===== src/rtl/lz4_pkg.sv =====
// Shared types and constants for the LZ4 output byte serializer.
// Holds the FSM encoding, the datapath widths and the byte-lane select helper.
package lz4_pkg;

   localparam int unsigned BYTE_W = 8;
   localparam int unsigned WORD_W = 32;

   typedef enum logic [1:0] {
      StIdle,
      StRun,
      StLast,
      StDone
   } lz4_state_e;

   // Byte idx of a word in emission order; msb_first walks lanes 3..0 instead of 0..3.
   function automatic logic [BYTE_W-1:0] lz4_pick_byte(input logic [WORD_W-1:0] word,
                                                       input logic [1:0]        idx,
                                                       input logic              msb_first);
      logic [1:0]        lane;
      logic [BYTE_W-1:0] b;
      lane = msb_first ? (2'd3 - idx) : idx;
      case (lane)
         2'd0:    b = word[7:0];
         2'd1:    b = word[15:8];
         2'd2:    b = word[23:16];
         default: b = word[31:24];
      endcase
      return b;
   endfunction

endpackage


===== src/rtl/lz4_word_buf.sv =====
// Circular word buffer between the LZ4 output FIFO and the byte emitter.
// Push and pop may coincide; the caller's read credit keeps it from overflowing.
module lz4_word_buf
   import lz4_pkg::*;
#(
   parameter int unsigned DEPTH = 2
) (
   input  logic                   clk,
   input  logic                   rst,
   input  logic                   push,
   input  logic [WORD_W-1:0]      push_data,
   input  logic                   pop,
   output logic [WORD_W-1:0]      head_data,
   output logic [$clog2(DEPTH):0] occupancy,
   output logic                   empty
);

   localparam int unsigned PTR_W = $clog2(DEPTH);

   logic [WORD_W-1:0] mem_q [DEPTH];
   logic [PTR_W-1:0]  wr_ptr_q;
   logic [PTR_W-1:0]  rd_ptr_q;
   logic [PTR_W:0]    occ_q;
   logic [PTR_W:0]    occ_d;

   always_comb begin
      occ_d = occ_q;
      unique case ({push, pop})
         2'b10:   occ_d = occ_q + (PTR_W + 1)'(1);
         2'b01:   occ_d = occ_q - (PTR_W + 1)'(1);
         default: occ_d = occ_q;
      endcase
   end

   always_ff @(posedge clk) begin
      if (rst) begin
         wr_ptr_q <= '0;
         rd_ptr_q <= '0;
         occ_q    <= '0;
         for (int i = 0; i < int'(DEPTH); i++) begin
            mem_q[i] <= '0;
         end
      end else begin
         occ_q <= occ_d;
         if (push) begin
            mem_q[wr_ptr_q] <= push_data;
            wr_ptr_q        <= wr_ptr_q + PTR_W'(1);
         end
         if (pop) begin
            rd_ptr_q <= rd_ptr_q + PTR_W'(1);
         end
      end
   end

   assign head_data = mem_q[rd_ptr_q];
   assign occupancy = occ_q;
   assign empty     = (occ_q == '0);

endmodule


===== src/rtl/lz4_byte_serializer.sv =====
// Drains the LZ4 core's 32-bit output FIFO and emits the block as a valid/ready byte stream,
// flagging the final byte and counting accepted bytes.
module lz4_byte_serializer
   import lz4_pkg::*;
#(
   parameter int unsigned BUF_DEPTH  = 2,
   parameter int unsigned BYTE_ORDER = 0
) (
   input  logic              clk,
   input  logic              rst,
   output logic              lz_out_en,
   input  logic [WORD_W-1:0] lz_out_data,
   input  logic              lz_out_empty,
   input  logic              lz_out_valid,
   input  logic              lz_done,
   input  logic [1:0]        lz_tail_bytes,
   output logic [BYTE_W-1:0] byte_data,
   output logic              byte_valid,
   input  logic              byte_ready,
   output logic              byte_last,
   output logic [31:0]       byte_count,
   output logic              frame_done
);

   localparam int unsigned     OCC_W    = $clog2(BUF_DEPTH) + 1;
   localparam logic [OCC_W:0]  CREDITS  = (OCC_W + 1)'(BUF_DEPTH);
   localparam logic [OCC_W-1:0] FULL_OCC = OCC_W'(BUF_DEPTH);

   lz4_state_e state_q, state_d;

   logic              in_flight_q;
   logic              done_seen_q;
   logic [1:0]        tail_q;
   logic [1:0]        idx_q;
   logic [31:0]       byte_count_q;

   logic [OCC_W-1:0]  occ;
   logic [OCC_W:0]    credit_used;
   logic [WORD_W-1:0] head_word;
   logic              buf_empty;
   logic              push;
   logic              pop;
   logic              emit;
   logic              accept;
   logic              read_phase;
   logic              last_cond;
   logic              drained;
   logic              is_last_word;
   logic              final_accept;
   logic              block_start;
   logic [1:0]        tail_m1;

   lz4_word_buf #(
      .DEPTH (BUF_DEPTH)
   ) u_word_buf (
      .clk       (clk),
      .rst       (rst),
      .push      (push),
      .push_data (lz_out_data),
      .pop       (pop),
      .head_data (head_word),
      .occupancy (occ),
      .empty     (buf_empty)
   );

   // A read is only issued when a buffer slot is guaranteed for its data next cycle.
   assign credit_used = {1'b0, occ} + {{OCC_W{1'b0}}, in_flight_q};
   assign read_phase  = (state_q == StIdle) || (state_q == StRun);
   assign lz_out_en   = read_phase && !lz_out_empty && (credit_used < CREDITS);
   assign push        = lz_out_valid && in_flight_q;

   assign emit       = ((state_q == StRun) || (state_q == StLast)) && !buf_empty;
   assign byte_valid = emit;
   assign byte_data  = emit ? lz4_pick_byte(head_word, idx_q, BYTE_ORDER != 0) : '0;
   assign accept     = emit && byte_ready;

   // Tail of 0 means a full final word, so tail-1 wraps to index 3.
   assign tail_m1   = tail_q - 2'd1;
   assign last_cond = done_seen_q && lz_out_empty && !in_flight_q && (occ == OCC_W'(1));
   assign drained   = done_seen_q && lz_out_empty && !in_flight_q && buf_empty;

   // The last word can already be at the head in RUN, before the FSM has moved to LAST.
   assign is_last_word = (state_q == StLast) || ((state_q == StRun) && last_cond);
   assign byte_last    = emit && is_last_word && (idx_q == tail_m1);
   assign final_accept = accept && byte_last;
   assign pop          = accept && ((idx_q == 2'd3) || byte_last);

   assign frame_done = (state_q == StDone);
   assign byte_count = byte_count_q;

   always_comb begin
      state_d     = state_q;
      block_start = 1'b0;
      unique case (state_q)
         StIdle: begin
            if (push || lz_done) begin
               block_start = 1'b1;
               if (lz_done && !lz_out_valid && !in_flight_q && lz_out_empty && buf_empty) begin
                  state_d = StDone;
               end else begin
                  state_d = StRun;
               end
            end
         end
         StRun: begin
            if (final_accept) begin
               state_d = StDone;
            end else if (last_cond) begin
               state_d = StLast;
            end else if (drained) begin
               state_d = StDone;
            end
         end
         StLast: begin
            if (final_accept) begin
               state_d = StDone;
            end
         end
         StDone: begin
            state_d = StIdle;
         end
         default: begin
            state_d = StIdle;
         end
      endcase
   end

   always_ff @(posedge clk) begin
      if (rst) begin
         state_q      <= StIdle;
         in_flight_q  <= 1'b0;
         done_seen_q  <= 1'b0;
         tail_q       <= 2'd0;
         idx_q        <= 2'd0;
         byte_count_q <= '0;
      end else begin
         state_q <= state_d;

         if (lz_out_en) begin
            in_flight_q <= 1'b1;
         end else if (lz_out_valid) begin
            in_flight_q <= 1'b0;
         end

         if (pop) begin
            idx_q <= 2'd0;
         end else if (accept) begin
            idx_q <= idx_q + 2'd1;
         end

         // Only the first lz_done of a block is honoured.
         if (state_q == StDone) begin
            done_seen_q <= 1'b0;
         end else if (lz_done && !done_seen_q) begin
            done_seen_q <= 1'b1;
            tail_q      <= lz_tail_bytes;
         end

         if (block_start) begin
            byte_count_q <= '0;
         end else if (accept) begin
            byte_count_q <= byte_count_q + 32'd1;
         end
      end
   end

   a_no_orphan_valid : assert property (@(posedge clk) disable iff (rst)
      lz_out_valid |-> in_flight_q);

   a_no_overflow : assert property (@(posedge clk) disable iff (rst)
      (push && !pop) |-> (occ != FULL_OCC));

endmodule


===== config.mk =====
export PLATFORM = sky130hd
export DESIGN_NAME = lz4_byte_serializer
export DESIGN_NICKNAME = d
export VERILOG_FILES = /design/src/rtl/lz4_pkg.sv /design/src/rtl/lz4_word_buf.sv /design/src/rtl/lz4_byte_serializer.sv
export SDC_FILE = /design/constraint.sdc
export NUM_CORES = 1
export LEC_CHECK = 0
export ABC_AREA = 1
export CELL_PAD_IN_SITES_DETAIL_PLACEMENT = 1
export CELL_PAD_IN_SITES_GLOBAL_PLACEMENT = 2
export CORE_MARGIN = 1.5
export CORE_UTILIZATION = 29
export CTS_CLUSTER_DIAMETER = 30
export DETAILED_ROUTE_END_ITERATION = 10
export GPL_TIMING_DRIVEN = 0
export PLACE_DENSITY = 0.75
export SLEW_MARGIN = 20
export SYNTH_ARGS = -nofsm -noshare
export SYNTH_HDL_FRONTEND = slang
export SYNTH_SLANG_ARGS = --single-unit

===== constraint.sdc =====
create_clock -name clk -period 2.2 [get_ports clk]
set_input_delay 0.55 -clock clk [delete_from_list [all_inputs] [get_ports clk]]
set_output_delay 0.55 -clock clk [all_outputs]
set_load 0.05 [all_outputs]

==> results.py <==
metrics = {
    "drt": {
        "drtAntennaViolNets": 0,
        "wl_mm": 16.9,
        "drc_errors": 8,
        "routedWlPerCell_um": 17.0,
        "drt-pass1-iter-count": 8,
        "routed_via_density": 4.81,
        "drtIter0Drc": 200,
        "num_vias": 4775,
    },
    "synth": {
        "synth_top_area_share": 0.357,
        "synthTopCellsByCount": "nand2_1 (107), nor2_1 (99), inv_1 (87)",
        "synth_cell_types": 35,
        "synth_warnings": 0,
        "synth_area_um2": 5380,
        "yosysTopAreaCell": "edfxtp_1",
        "ys_top_cells_by_area": "edfxtp_1 (36%), dfxtp_1 (17%), nand2_1 (7.5%)",
        "postSynthAreaPerCell_um2": 8.50,
        "yosysMostFrequentCell": "nand2_1",
        "yosys_register_bits": 109,
        "ys.flop_type": "edfxtp_1",
        "ys_seq_area_frac": 0.525,
        "async_reset_ff_frac": 0,
        "syn_inst": 633,
        "synth_edf_count": 64,
        "synth_fp_nets": 686,
    },
    "critical_path": {
        "cp.required_ns": 1.65,
        "crit_family": "buffers and inverters",
        "r2r_slack_ns": 0.02,
        "end_kind": "primary output",
        "crit_cells": 8,
        "slowest_stage": "dfxtp_4",
        "r2r_cells": 15,
        "crit_path_start": "idx_q[0]",
        "slowest_delay_ns": 0.38,
        "cp_common_cell": "buf_6",
        "crit_path_end": "byte_data[0]",
        "arrival_ns": 1.91,
        "worstSetupStartpointType": "register",
        "worstPathCellList": "clkinvlp_4, ha_4, buf_6, a21oi_2, nand3_2, a21oi_4, a211oi_4, buf_6",
        "reg2reg_to": "byte_count[26]",
        "path_buf_inv": 3,
        "crit_fanout": 4,
        "setup.worst_path.class": "register to primary output",
        "r2r-start": "state_q[0]",
    },
    "floorplan": {
        "initial_core_util": 0.297,
        "fp.dieH_um": 139,
        "dieArea_um2": 19400,
        "rows": 49,
        "die_x_um": 139,
        "coreArea_um2": 18100,
        "io_pins": 84,
    },
    "clocking": {
        "clock_latency_ns": 0.36,
        "numCtsBuffers": 9,
        "clockRootBuffer": "clkbuf_16",
        "cts_buffer_depth": 2,
        "clk_pin_slew_ns": 0.08,
        "cts.sinks": 109,
        "cts_tree": "done",
        "htreeDepth": 3,
    },
    "global_route": {
        "grt.overflow.total": 0,
        "grt_pass1_vias": 5252,
        "track_usage": 0.179,
        "antenna_found_initial": 0,
        "grt_max_degree": 33,
        "grt_pass1_wl_mm": 27.3,
    },
    "timing": {
        "fin_skew_ns": 0.0113,
        "rsz0062_at_grt": "yes",
        "final.setup.worst_slack_ns": -0.259,
        "max_slew_margin": 0.597,
        "setup-tns-final_ns": -1.88,
        "timing.final.crit_share": 1.12,
        "hold_violations": 0,
        "clock.fmax_ghz": 0.407,
        "tightest_slew_ns": 0.605,
        "maxSlewViolCount": 0,
        "setup_violations": 8,
        "min_period_ns": 2.46,
    },
    "run": {
        "maxCapViolations": 0,
    },
    "finish": {
        "final_util": 0.432,
        "layout-drive-gt1-share": 0.234,
        "final_cells": 993,
        "n_antenna_cell": 0,
        "n_fill_cell": 2062,
        "regArea_um2": 2840,
        "synthToLayoutAreaGrowth_pct": 45.3,
        "final_nets": 812,
        "multi_input_area_um2": 2730,
    },
    "hold_path": {
        "hp-class": "register to register",
        "worstHoldStart": "u_word_buf.rd_ptr_q",
    },
    "placement": {
        "dp_hpwl_mm": 11.4,
        "dp_cells": 945,
        "io_buffers": 83,
        "post-place-ws_ns": -1.10,
        "globalplace.congestion": 0.802,
    },
    "power": {
        "p_leak_nw": 3.24,
        "ir_drop_mv": 0.364,
        "p_per_area_nw_per_um2": 653,
    },
    "status": {
        "violations": "design-rule violations, negative setup slack",
        "status": "finished with violations",
    },
}
-- registers in the layout, indices dropped and copies added, names as in the netlist, named ones only --
name	flops
done_seen_q	1
byte_count	32
u_word_buf.wr_ptr_q	1
tail_q	2
in_flight_q	1
u_word_buf.rd_ptr_q	1
u_word_buf.occupancy	2
idx_q	2
u_word_buf.mem_q	64
state_q	2
-- per-layer routing --
layer  share of wire  wire length (um)  global-route usage  vias up
met5               0                 0                   0        -
met4           0.018               303              0.0705        0
met3           0.034               574              0.0294       17
met2            0.51              8630               0.316       82
met1            0.44              7360               0.219     2357
li1                -                 -                   -     2319
-- cells by family after synthesis --
group                      count (synthesis)  synth area share
adders and majority gates                 13            0.0302
and+or+nand+nor                          290             0.244
xor gates and xnor gates                  12            0.0195
buffers and inverters                    111            0.0789
DFF                                      109             0.525
AOI/OAI and AO/OA                         98             0.102
-- worst min-delay path by stage --
stage                           to  slack, ns  cells after the start
6_report                  register       0.46                      1
5_1_grt                   register       0.50                      1
4_1_cts                   register       0.46                      1
3_5_place_dp              register       0.46                      1
3_3_place_gp   u_word_buf.rd_ptr_q       0.44                      1
2_1_floorplan             register       0.43                      1
-- power by group --
| part | total (mW) | internal (mW) | leakage [nW] | switching (mW) |
|---|---|---|---|---|
| logic | 1.19 | 0.506 | 2.08 | 0.684 |
| clock network | 1.58 | 0.777 | 0.127 | 0.807 |
| registers | 2.33 | 2.27 | 1.03 | 0.0600 |
-- worst register-to-register path, cell delays in order, from the launching register on --
cell and delay (ns):
dfxtp_2 0.36, inv_2 0.06, ha_4 0.30, buf_4 0.12, inv_2 0.03, nor2_4 0.12, nand2_4 0.11, buf_4 0.17
nor2_4 0.14, nand2_4 0.10, nor2_4 0.11, nand2_2 0.09, nor2_4 0.12, nand2_2 0.07, o21ai_1 0.13, a21oi_1 0.05
-- area by class of cell --
cell class,instances,area share
Sequential cell,109,0.363
Multi-Input combinational cell,415,0.349
Timing Repair Buffer,117,0.150
Inverter,89,0.0451
Tap cell,229,0.0367
Clock buffer,10,0.0293
Buffer,18,0.0210
Clock inverter,6,0.00576
-- cell usage in the layout, fill, tap and decap left out, types with 6 or more instances in the layout --
master           count
buf_4               27
nand2_1            102
nor2_1              98
inv_1               78
dfxtp_1             38
nor2_4               7
a211oi_4             8
ha_4                 6
nand3_2             20
nand4_1             13
clkdlybuf4s50_1     51
o21ai_0             16
clkbuf_1             7
nand2_2              6
a21oi_4             19
edfxtp_1            64
dlymetal6s2s_1       9
nor3_1              11
nand3_1             15
xor2_1               8
a21oi_1             34
a21oi_2              6
dlygate4sd2_1       12
clkbuf_16           11
buf_6               12
-- per-stage QoR --
step	cell area, um2	hold WS, ns	total power [mW]
floorplan	5530	0.425	2.95
global placement	6650	0.441	3.23
detailed placement	6650	0.455	3.26
CTS	7460	0.465	5.03
global route	7820	0.495	5.35
finish	7820	0.462	5.10
-- timing repair --
action                                  CTS  global route
gates cloned                              1             2
buffers inserted                         19            14
endpoints found under the setup margin   92            85
hold buffers                              0             0
hold endpoints to repair                  0             0
gates resized for setup                 170            57
pin swaps                                27            31
Power figures use the tool's default switching activity.
==> edit 1 (same flow settings) <==
Re-encode `lz4_state_e` (4 states) as one-hot, 4 bits wide.
--- a/src/rtl/lz4_pkg.sv
+++ b/src/rtl/lz4_pkg.sv
@@ -5,11 +5,11 @@
    localparam int unsigned BYTE_W = 8;
    localparam int unsigned WORD_W = 32;
 
-   typedef enum logic [1:0] {
-      StIdle,
-      StRun,
-      StLast,
-      StDone
+   typedef enum logic [3:0] {
+      StIdle = 4'b0001,
+      StRun  = 4'b0010,
+      StLast = 4'b0100,
+      StDone = 4'b1000
    } lz4_state_e;
 
    // Byte idx of a word in emission order; msb_first walks lanes 3..0 instead of 0..3.
Behaviour: no difference found for any inputs over 4 cycles, from zero or initial values and one cycle with rst high; so few cycles prove little.
==> edit 1 against the original RTL <==
  * The flow finishes with violations (setup timing)
  * Non-clock buffer count down 15
  * Routed wire length up 11%
  * Setup slack better by 0.049 ns
  * Critical path type unchanged
  * Critical endpoint is now byte_data[7]
  * Area after synthesis up 5.2%
  * Design area down 2.8%
  * Sequential cell count up 2
  * Worst hold slack better by 0.024 ns
  * Largest cell class unchanged
Power is not compared: it rests on default switching activity, and its combinational part moved more than twofold at a synthesized area within 25%.
==> edit 1: results (changes against the original RTL) <==
[detailed_routing]
met3WireLength_um = 510  ; -11%
dr_wl_met2_um = 9250  ; +7.2%
drtIter0Drc = 222  ; +11%
dr.pass1.iters = 4  ; -4
avgViaCountPerCell = 4.68  ; -2.6%
num_vias = 5109  ; +7.0%
postRouteWirelength_um = 18600  ; +11%
drt-met1-wl_um = 8500  ; +16%

[worst_setup_path]
cp_max_fo = 5  ; +1
arrival_ns = 1.86  ; -0.05 ns
critPathTopFamily = simple AND/OR/NAND/NOR gates

[place]
place_congestion = 0.859  ; +7.1%
hpwl_um = 13400  ; +17%
placedCellCount = 1064  ; +13%

[sta]
maxSlewHeadroom_pct = 58.0  ; -1.7 points
worst_slack_ns = -0.210  ; +0.0487 ns
setup_violations = 8  ; unchanged
finalClockSkew_ns = 0.00999  ; -0.00131 ns

[final_layout]
nonClkBufAreaFrac_pct = 14.9  ; -2.2 points
drive_gt1_share_pct = 14.4  ; -9.0 points
multi_input_cells = 504  ; +21%
final-clk-cell-share_pct = 3.88  ; +0.38 points
clock_buffers = 9  ; -1
multi_input_area_share_pct = 34.9  ; +0.049 points
n_fill_cell = 2299  ; +11%
buffers = 120  ; -11%
ff_latch_area_sq_um = 2880  ; +1.6%
seq_cells = 111  ; +1.8%

[logic_synthesis]
synth_cells = 720  ; +14%
syn-num-nets = 769  ; +12%
synth_common_cells = nand2_1, nor2_1, inv_1
yosysSeqAreaShare_pct = 50.6  ; -1.9 points

[worst_hold_path]
min-delay-start = tail_q[0]

[global_routing]
grt_use_met2_pct = 33.5  ; +1.9 points
grt_use_met1_pct = 24.0  ; +2.0 points
grt_pass1_vias = 5479  ; +4.3%

[outcome]
failed_checks = setup timing
run_status = finished with violations

[pwr]
clkPwrFrac_pct = 38.1

edit 1: metrics by stage:
stage	area, sq um	worst slack, ns	TNS (ns)	hold slack, ns
final	7600	-0.210	-1.16	0.486
after global routing	7600	-0.254	-1.63	0.524
after CTS	7430	-0.207	-1.42	0.490
after detailed placement	6850	-1.01	-89.27	0.477
after global placement	6820	-1.66	-111.44	0.464
after floorplan	5660	0.0323	0	0.445
edit 1: worst paths after layout:
path	to	slack [ns]	cells after the start
max	byte_data[7]	-0.21	8
min	tail_q[0]	0.49	2
max reg2reg	u_word_buf.occupancy[0]	0.15	12
min reg2reg	tail_q[0]	0.49	2
edit 1: kinds of logic after synthesis:
logic type / synth area share, %
AOI/OAI and AO/OA: 10.1
DFF: 50.6
xor gates and xnor gates: 2.17
buffers and inverters: 7.52
adders and majority gates: 1.99
and+or+nand+nor: 27.7
edit 1: what timing repair did:
item / CTS / global route
endpoints found under the setup margin: 95 / 107
gates resized for setup: 159 / 52
setup buffers: 8 / 3
cloned: 1 / 0
pin swaps: 10 / 8
==> edit 2 (same flow settings) <==
Without the edit above. The parameter `BUF_DEPTH` goes from 2 to 4.
--- a/src/rtl/lz4_byte_serializer.sv
+++ b/src/rtl/lz4_byte_serializer.sv
@@ -3,7 +3,7 @@
 module lz4_byte_serializer
    import lz4_pkg::*;
 #(
-   parameter int unsigned BUF_DEPTH  = 2,
+   parameter int unsigned BUF_DEPTH  = 4,
    parameter int unsigned BYTE_ORDER = 0
 ) (
    input  logic              clk,
Function: changed (Yosys sat finds a counterexample within 4 cycles, from zero or initial values and one cycle with rst high).
==> edit 2 against the original RTL <==
  * The flow finishes with violations (setup timing)
  * Die area rose by 57%
  * Sequential cell count rose by 68
  * Power rose by 71%
  * Routed wire length rose by 70%
  * Sequential share of layout area rose by 4.6 points
  * Setup slack got worse by 0.22 ns
  * Synthesized cell count rose by 53%
  * Design area rose by 52%
  * Sequential power rose by 65%
  * Area after synthesis rose by 59%
  * Critical endpoint is now byte_data[5]
  * Largest cell class unchanged
  * Highest routed layer unchanged
==> edit 2: results (changes against the original RTL) <==
[outcome]
run_status = finished with violations
failed_checks = setup timing

[logic_synthesis]
yosys_warnings = 0  ; unchanged
syn-num-nets = 1025  ; +49%
synth.distinct_cells = 42  ; +20%
synth_common_cells = nor2_1, nand2_1, edfxtp_1
synth_cells = 970  ; +53%
synth_area_leaders = edfxtp_1, dfxtp_1, nor2_1, nand2_1, inv_1
async_flop_share_pct = 0  ; unchanged
synthXorXnorAreaFrac_pct = 0.615  ; -1.3 points
synth_edf_count = 128  ; +100%
yosys.area_share.adder_pct = 2.20  ; -0.83 points
synth_compound_area_share_pct = 10.1  ; -0.17 points
yosysSeqAreaShare_pct = 56.5  ; +4.0 points

[global_routing]
grt_pass1_vias = 7704  ; +47%
grt_use_met3_pct = 3.33  ; +0.39 points
grt_pass1_wl_um = 43200  ; +58%
grt_use_total_pct = 18.7  ; +0.78 points
grt_start_max_net_pins = 17  ; -48%
grt_use_met2_pct = 32.0  ; +0.49 points
grt_use_met1_pct = 24.1  ; +2.1 points
antenna_found_initial = 0  ; unchanged

[worst_setup_path]
cp_max_fo = 6  ; +2
slowest_stage = dfxtp_4
max_stage_delay_ns = 0.39
arrival_ns = 2.13  ; +0.22 ns

[final_layout]
nNetsFinal = 1170  ; +44%
largest_register_ffs = 128  ; +100%
drive_gt1_share_pct = 22.5  ; -0.91 points
n_fill_cell = 3355  ; +63%
largest_register = u_word_buf.mem_q

[clocking]
clk_latency_ns = 0.45  ; +0.09 ns
cts_htree_levels = 4  ; +1
cts_buffers = 17  ; +8
ctsRootBufferMaster = clkbuf_16

[place]
post_dp_cell_area_sq_um = 10100  ; +52%
io_buffers = 83  ; unchanged
place_congestion = 0.778  ; -3.0%
hpwl_um = 19000  ; +66%
placedCellCount = 1444  ; +53%

[detailed_routing]
dr.pass1.iters = 5  ; -3
drtIter0Drc = 542  ; +170%
wire_per_inst_um = 18.9  ; +11%
avgViaCountPerCell = 4.85  ; +0.86%
postRouteWirelength_um = 28600  ; +70%

[sta]
finalClockSkew_ns = 0.0161  ; +0.00484 ns
setup_violations = 9  ; +1
tns_ns = -3.78  ; -1.90 ns
worst_slack_ns = -0.480  ; -0.221 ns
maxSlewHeadroom_pct = 51.1  ; -8.6 points

[pwr]
leakagePower_nw = 4.69  ; +45%
irDropWorstVdd_mv = 0.569  ; +56%

==> edit 2: area by class of cell <==
cell class,count,area share (%)
repair buffers,125,11.5
plain buffers,37,2.84
inverters,127,4.31
flip-flops and latches,177,40.9
multi-input cells,630,31.2
well taps,384,4.05
clock inverters,13,1.54
clock buffers,19,3.65
==> edit 2: through the flow <==
step,worst slack [ns],utilization (%),power (mW)
global route,-0.558,41.1,9.03
global placement,-1.35,34.4,5.00
floorplan,-0.509,-,4.58
detailed placement,-1.41,35.0,5.05
CTS,-0.508,39.1,8.60
finish,-0.480,41.1,8.73
==> edit 2: worst paths after layout <==
kind              start              to  slack (ns)  cells after the start
max            register    byte_data[5]       -0.48                      9
min           tail_q[1]       tail_q[1]        0.48                      2
max reg2reg  state_q[0]  byte_count[25]        0.05                     13
min reg2reg   tail_q[1]       tail_q[1]        0.48                      2
==> edit 2: power by group <==
group | internal (mW) | switching (mW)
registers | 3.75 | 0.0949
clock network | 1.91 | 1.39
logic | 0.624 | 0.964
total | 6.28 | 2.44
==> edit 2: what timing repair did <==
| action | 4_1_cts | 5_1_grt |
|---|---|---|
| buffers inserted | 22 | 12 |
| resized for setup | 239 | 110 |
| gates cloned | 1 | 8 |
| pin swaps | 24 | 41 |
| hold endpoints to repair | 0 | 0 |
| setup endpoints to repair | 258 | 109 |
==> edit 2: cell families (layout without fill, tap and decap cells) <==
| logic type | count (synthesis) | count (layout) |
|---|---|---|
| buffers and inverters | 166 | 321 |
| adders and majority gates | 15 | 15 |
| and+or+nand+nor | 457 | 460 |
| AOI/OAI and AO/OA | 149 | 149 |
| DFF | 177 | 177 |
| xor gates and xnor gates | 6 | 6 |
==> edit 2: critical path: cells and delay by family (launching register included) <==
family | cells | cell delay [ns]
simple gates | 3 | 0.36
flops | 1 | 0.39
compound gates | 3 | 0.43
buf+inv | 3 | 0.49
==> edit 2: metal layers <==
metal  routed length, um  part of all wire, %  up-vias
met5                   0                    0        -
li1                    -                    -     3504
met1               12600                   44     3613
met4                 603                  2.1        0
met3                1360                  4.7       30
met2               14000                   49      186
